**src/rtl/one_shot_pulse_gen_pkg.sv**
```systemverilog
// Shared types and helpers for the one-shot pulse generator.
package one_shot_pulse_gen_pkg;

   typedef enum logic {IDLE, ACTIVE} state_t;

   // Width of a down-counter able to hold the value len.
   function automatic int cnt_width(input int len);
      return $clog2(len + 1);
   endfunction

endpackage

```
**src/rtl/one_shot_pulse_gen_rise_edge_detect.sv**
```systemverilog
// Registered-history rising-edge detector: o_rise is high for the cycle in
// which i_sig is high but was low at the previous clock edge.
module rise_edge_detect
   import one_shot_pulse_gen_pkg::*;
(
   input  logic i_clk,
   input  logic i_rst_n,
   input  logic i_sig,
   output logic o_rise
);

   logic go_d;

   always_ff @(posedge i_clk or negedge i_rst_n) begin
      if (!i_rst_n) begin
         go_d <= 1'b0;
      end else begin
         go_d <= i_sig;
      end
   end

   assign o_rise = i_sig & ~go_d;

endmodule

```
**src/rtl/one_shot_pulse_gen.sv**
```systemverilog
// Fixed-length one-shot pulse on a rising edge of i_go, cut short by i_stop.
// The output comes straight from a flop so it can feed synchronous logic directly.
module one_shot_pulse_gen
   import one_shot_pulse_gen_pkg::*;
#(
   parameter int p_PULSE_LENGTH = 5
) (
   input  logic i_clk,
   input  logic i_rst_n,
   input  logic i_go,
   input  logic i_stop,
   output logic o_pulse
);

   localparam int CW = cnt_width(p_PULSE_LENGTH);

   if (p_PULSE_LENGTH < 1 || p_PULSE_LENGTH > 65535) begin : g_len_check
      $error("one_shot_pulse_gen: p_PULSE_LENGTH must be in 1..65535");
   end

   localparam logic [CW-1:0] LOAD_VAL = CW'(p_PULSE_LENGTH - 1);

   state_t          state;
   logic [CW-1:0]   cnt;
   logic            trig;

   rise_edge_detect u_rise (
      .i_clk   (i_clk),
      .i_rst_n (i_rst_n),
      .i_sig   (i_go),
      .o_rise  (trig)
   );

   // Counter holds the number of high cycles still to come after this one.
   always_ff @(posedge i_clk or negedge i_rst_n) begin
      if (!i_rst_n) begin
         state   <= IDLE;
         cnt     <= '0;
         o_pulse <= 1'b0;
      end else begin
         case (state)
            IDLE: begin
               if (trig && !i_stop) begin
                  state   <= ACTIVE;
                  cnt     <= LOAD_VAL;
                  o_pulse <= 1'b1;
               end
            end
            ACTIVE: begin
               if (i_stop || cnt == '0) begin
                  state   <= IDLE;
                  o_pulse <= 1'b0;
               end else begin
                  cnt <= cnt - CW'(1);
               end
            end
            default: begin
               state   <= IDLE;
               o_pulse <= 1'b0;
            end
         endcase
      end
   end

endmodule

```
**config.mk**
```make
export PLATFORM = sky130hd
export DESIGN_NAME = one_shot_pulse_gen
export DESIGN_NICKNAME = d
export VERILOG_FILES = /design/src/rtl/one_shot_pulse_gen_pkg.sv /design/src/rtl/one_shot_pulse_gen_rise_edge_detect.sv /design/src/rtl/one_shot_pulse_gen.sv
export SDC_FILE = /design/constraint.sdc
export NUM_CORES = 1
export LEC_CHECK = 0
export BUFFER_PORTS_ARGS = -buffer_cell sky130_fd_sc_hd__buf_4
export CAP_MARGIN = 20
export CORE_AREA = 4 4 41 43
export CTS_CLUSTER_SIZE = 14
export DETAILED_ROUTE_END_ITERATION = 16
export DIE_AREA = 0 0 45 47
export GPL_ROUTABILITY_DRIVEN = 0
export PLACE_DENSITY_LB_ADDON = 0.2
export RECOVER_POWER = 25
export SKIP_LAST_GASP = 1
export SYNTH_ARGS = -nofsm -noshare
export SYNTH_HDL_FRONTEND = slang
export SYNTH_SLANG_ARGS = --single-unit
```
**constraint.sdc**
```tcl
create_clock -name i_clk -period 2.1 [get_ports i_clk]
set_clock_uncertainty 0.05 [all_clocks]
set_input_delay 0.315 -clock i_clk [delete_from_list [all_inputs] [get_ports i_clk]]
set_output_delay 0.315 -clock i_clk [all_outputs]
set_load 0.02 [all_outputs]
```
* Yosys cells after proc, flatten, opt, wreduce, memory -nomap -nowiden
Index checks and enable logic that the tools add are counted.
Word-level totals: output and inout port bits 1, input port bits 4, logic and storage cells 26, register bits after elaboration 6
Operators by class: reduce and logical (&&, ||, !) cells 6, eq/ne operators 3, multiplexer cells 9, add/sub/neg operators 1, bitwise logic cells 3
Operators by type and width (count):
- $mux 3 | 2
- $pmux 3 s2 | 1
- $mux 1 | 4
- $ne 2x2->1 const B | 2
- $pmux 1 s2 | 2
- $reduce_and 2->1 | 2
- $logic_not 3->1 | 1
- $sub 3x1->3 const B | 1
- $ne 2x1->1 const B | 1
- $not 1->1 | 2
- $and 1x1->1 | 1
- $logic_and 1x1->1 | 1
- $logic_not 1->1 | 1
- $logic_or 1x1->1 | 1

* Depth between registers and ports, before layout
depth after elaboration 5, mapped depth 6, gate-level depth less buffers 6

* By module
A second synthesis with hierarchy kept.
Unflattened totals: cell total of the unflattened synthesis 30, area total of the unflattened synthesis 311.5 um^2
Modules (own cells, without submodules):
- one_shot_pulse_gen | sequential area each 125.1 um^2, area an instance 272.8 um^2, cells each 28, instances 1
- rise_edge_detect | sequential area each 25.0 um^2, area an instance 38.8 um^2, cells each 2, instances 1

* Worst setup path after synthesis
OpenSTA, ideal clock, no wires.
path type flip-flop to flip-flop, start register cnt[0], end register cnt[0], setup slack 0.677 ns, arrival time 1.296 ns, stages on the path, launching flop included 7, setup time 0.076 ns, clock period less this slack 1.423 ns, data required time 1.974 ns, buffers on the path 0, cell sequence dfrtp_1 > inv_1 > ha_1 > ha_1 > nand2b_1 > or3_1 > o21ai_1
Between the ends: longest elaborated chain between the ends 4, elaborated cells between the ends (all ways) 7, classes of those cells 1 x add/sub; 1 x eq/ne; 2 x mux; 3 x reduce/logical
Ends and longest elaborated chain:
- start: declaration | line one_shot_pulse_gen.sv:24 | logic [CW-1:0] cnt;
- start signal: assignment | line one_shot_pulse_gen.sv:54 | cnt <= cnt - CW'(1);
- branches (longest 4 deep; another with $sub 3x1->3)
Parallel ways; which one is timed is not known. The select of a mux whose other input is x is not followed. A chain may end at the register's enable or synchronous reset.

* Final worst setup path
Ends and elaborated chain as after synthesis.

==> flow_summary_export.csv <==
group,metric,value,unit
finish,syn_to_final_growth,28.1,%
sta,setup_violations,0,
sta,layout_worst_path_cycle_share,73.7,%
floorplanning,row_count,13,
detailed_routing,drc_errors,0,
yosys,yosysWarnings,0,
yosys,syn_area,277,µm²
yosys,netlist_instances,23,
sta,hold_viol,0,
clock_network,tritoncts,"yes",
detailed_routing,drtPass1Iterations,2,
detailed_routing,via_count,196,
clock_network,cts-root-buf,"clkbuf_4",
floorplanning,die_y,47,µm
clock_network,clock_sinks,6,
yosys,synth_mux_area_share,0,%
setup_path,start_kind,"register",
clock_network,cts_buffers,3,
floorplanning,coreArea,0.00130,mm²
finish,drive_gt1_share,29.0,%
clock_network,cts-resized-gates,0,
clock_network,hold_buffers,1,
sta,worst_pin_slew,0.335,ns
setup_path,endpoint_kind,"register",
clock_network,cts_htree_levels,1,
clock_network,clk-insertion-delay-late,0.24,ns
clock_network,clk_transition_reported_paths,0.05,ns
detailed_routing,drt_wl_total,479,µm
floorplanning,ioPinCount,5,
clock_network,clock_path_buffers,2,
setup_path,worstSetupPathType,"reg2reg",
job,max_cap_viol_count,0,
yosys,synth_top_family_by_area,"compound AO/OA/AOI/OAI gates",
finish,n_antenna_cell,0,
status,outcome,"complete, no violations",
floorplanning,start_util,21.2,%
sta,hold_slack,0.163,ns
setup_path,cp_cell_sequence,"inv_1 -> ha_1 -> ha_1 -> nand2b_1 -> or3_1 -> o21ai_1",
yosys,synth_compound_area_share,19.9,%
pwr,leakage,0.159,nW
sta,fin_setup_tns,0,ns
setup_path,worstPathRequired,2.21,ns
floorplanning,die_area,0.00212,mm²
detailed_routing,drt_iter0_markers,2,
global_routing,grt_pass1_wl,807,µm
yosys,synth_nets,29,
hold_path,hold_path_class,"in2reg",
setup_path,path_max_fanout,4,
detailed_routing,wl_per_cell,10.4,µm
global_routing,grt_util_all_layers,5.88,%
placement,numPortBuffers,4,
pwr,worst_ir_drop_vdd,0.354,mV
pwr,power_density,1180,mW/mm²
sta,min_period,1.55,ns
pwr,total_power,418,µW
yosys,synth-simple-area-share,11.3,%
setup_path,critPathTopFamily,"simple AND/OR/NAND/NOR gates",
yosys,syn_area_per_cell,12.0,µm²
finish,layout.nets,39,
yosys,ys_ff_latch,6,
setup_path,critPathBufInv,1,
global_routing,grt_pass1_vias,206,
detailed_routing,ant_nets,0,
sta,clock.fmax,646,MHz
clock_network,cts_setup_buffers,0,
global_routing,grt_overflow,0,
global_routing,antenna_found_initial,0,
sta,maxSlewHeadroom,77.7,%
floorplanning,die_x,45,µm
setup_path,crit_top_cell,"ha_1",
setup_path,crit_slowest_cell,"or3_1",
setup_path,slowest_delay,0.34,ns
placement,hpwl,389,µm
sta,slew_viol_final,0,
sta,rsz0062_at_grt,"false",
global_routing,grt_start_max_net_pins,7,
detailed_routing,vias_per_cell,4.26,
yosys,synth_cell_types,12,
setup_path,critPathArrivalTime,1.66,ns
yosys,synth-adder-area-share,9.05,%
yosys,synth-xor-area-share,0,%
yosys,seq_area_frac_synth,54.3,%
worst paths after layout:
check / cells after the start / from / slack, ns / to
min reg2reg: 2 / o_pulse$_DFFE_PN0P_ / 0.46 / o_pulse$_DFFE_PN0P_
max: 6 / cnt[0]$_DFFE_PN0P_ / 0.55 / cnt[0]$_DFFE_PN0P_
max reg2reg: 6 / cnt[0]$_DFFE_PN0P_ / 0.55 / cnt[0]$_DFFE_PN0P_
max in group asynchronous: 2 / i_rst_n / 1.32 / cnt[1]$_DFFE_PN0P_
min in group asynchronous: 2 / i_rst_n / 0.43 / o_pulse$_DFFE_PN0P_
min: 1 / i_go / 0.16 / u_rise.go_d$_DFF_PN0_
synth_stat cells:
cell type | number | share of area (%)
a21oi_4 | 1 | 5.9
a2bb2oi_2 | 1 | 5.4
dfrtp_1 | 6 | 54
ha_1 | 2 | 9.0
inv_1 | 4 | 5.4
nand2b_1 | 1 | 2.3
nor2_1 | 2 | 2.7
o21ai_0 | 1 | 1.8
o21ai_1 | 2 | 3.6
o32ai_1 | 1 | 3.2
or3_1 | 1 | 2.3
or3b_4 | 1 | 4.1
power by group:
group / switching [mW] / internal (mW) / total (mW)
combinational: 0.0725 / 0.0707 / 0.143
clock: 0.0410 / 0.0646 / 0.106
sequential: 0.0162 / 0.153 / 0.170
cell families (layout without fill, tap and decap cells):
kind of cell,count (synthesis),after routing
AO/OA/AOI/OAI,6,6
adder cells (fa/ha/maj),2,2
buffers and inverters,4,12
flip-flops,6,6
AND/OR/NAND/NOR,5,5
cell usage in the layout, fill, tap and decap left out:
cell type,instances
o21ai_0,1
buf_4,2
clkbuf_4,4
nor2_1,2
o21ai_1,2
inv_1,4
or3b_4,1
clkbuf_1,1
dlygate4sd3_1,1
nand2b_1,1
a2bb2oi_2,1
or3_1,1
dfrtp_1,6
a21oi_4,1
o32ai_1,1
ha_1,2
worst register-to-register path, cell delays in order, from the launching register on:
cell and delay [ns]:
dfrtp_1 0.33, inv_1 0.05, ha_1 0.20, ha_1 0.19, nand2b_1 0.23, or3_1 0.34
o21ai_1 0.09
cell type report:
type	count	area, µm²
clock buffers	3	22.5
repair buffers	5	36.3
multi-input cells	13	111
fillers	141	947
well taps	15	18.8
flip-flops and latches	6	150
inverters	4	15.0
routing by layer:
metal | global-route usage [%] | vias up | part of all wire, %
li1 | - | 96 | -
met1 | 6.00 | 92 | 42
met2 | 8.47 | 8 | 47
met3 | 5.75 | 0 | 11
met4 | 1.75 | 0 | 0
met5 | 0 | - | 0
flip-flops by register name, summed over array words and instances, names as in the netlist:
register,flops
u_rise.go_d,1
cnt,3
o_pulse,1
state,1
stage by stage:
stage	area, µm²	instances	utilization [%]	worst slack [ns]
floorplan	277	23	-	0.677
global placement	325	42	25.0	0.587
detailed placement	325	42	25.0	0.552
CTS	358	46	27.5	0.541
global route	354	46	27.2	0.466
finish	354	46	27.2	0.552
No activity file was read; power rests on OpenSTA's default activity.
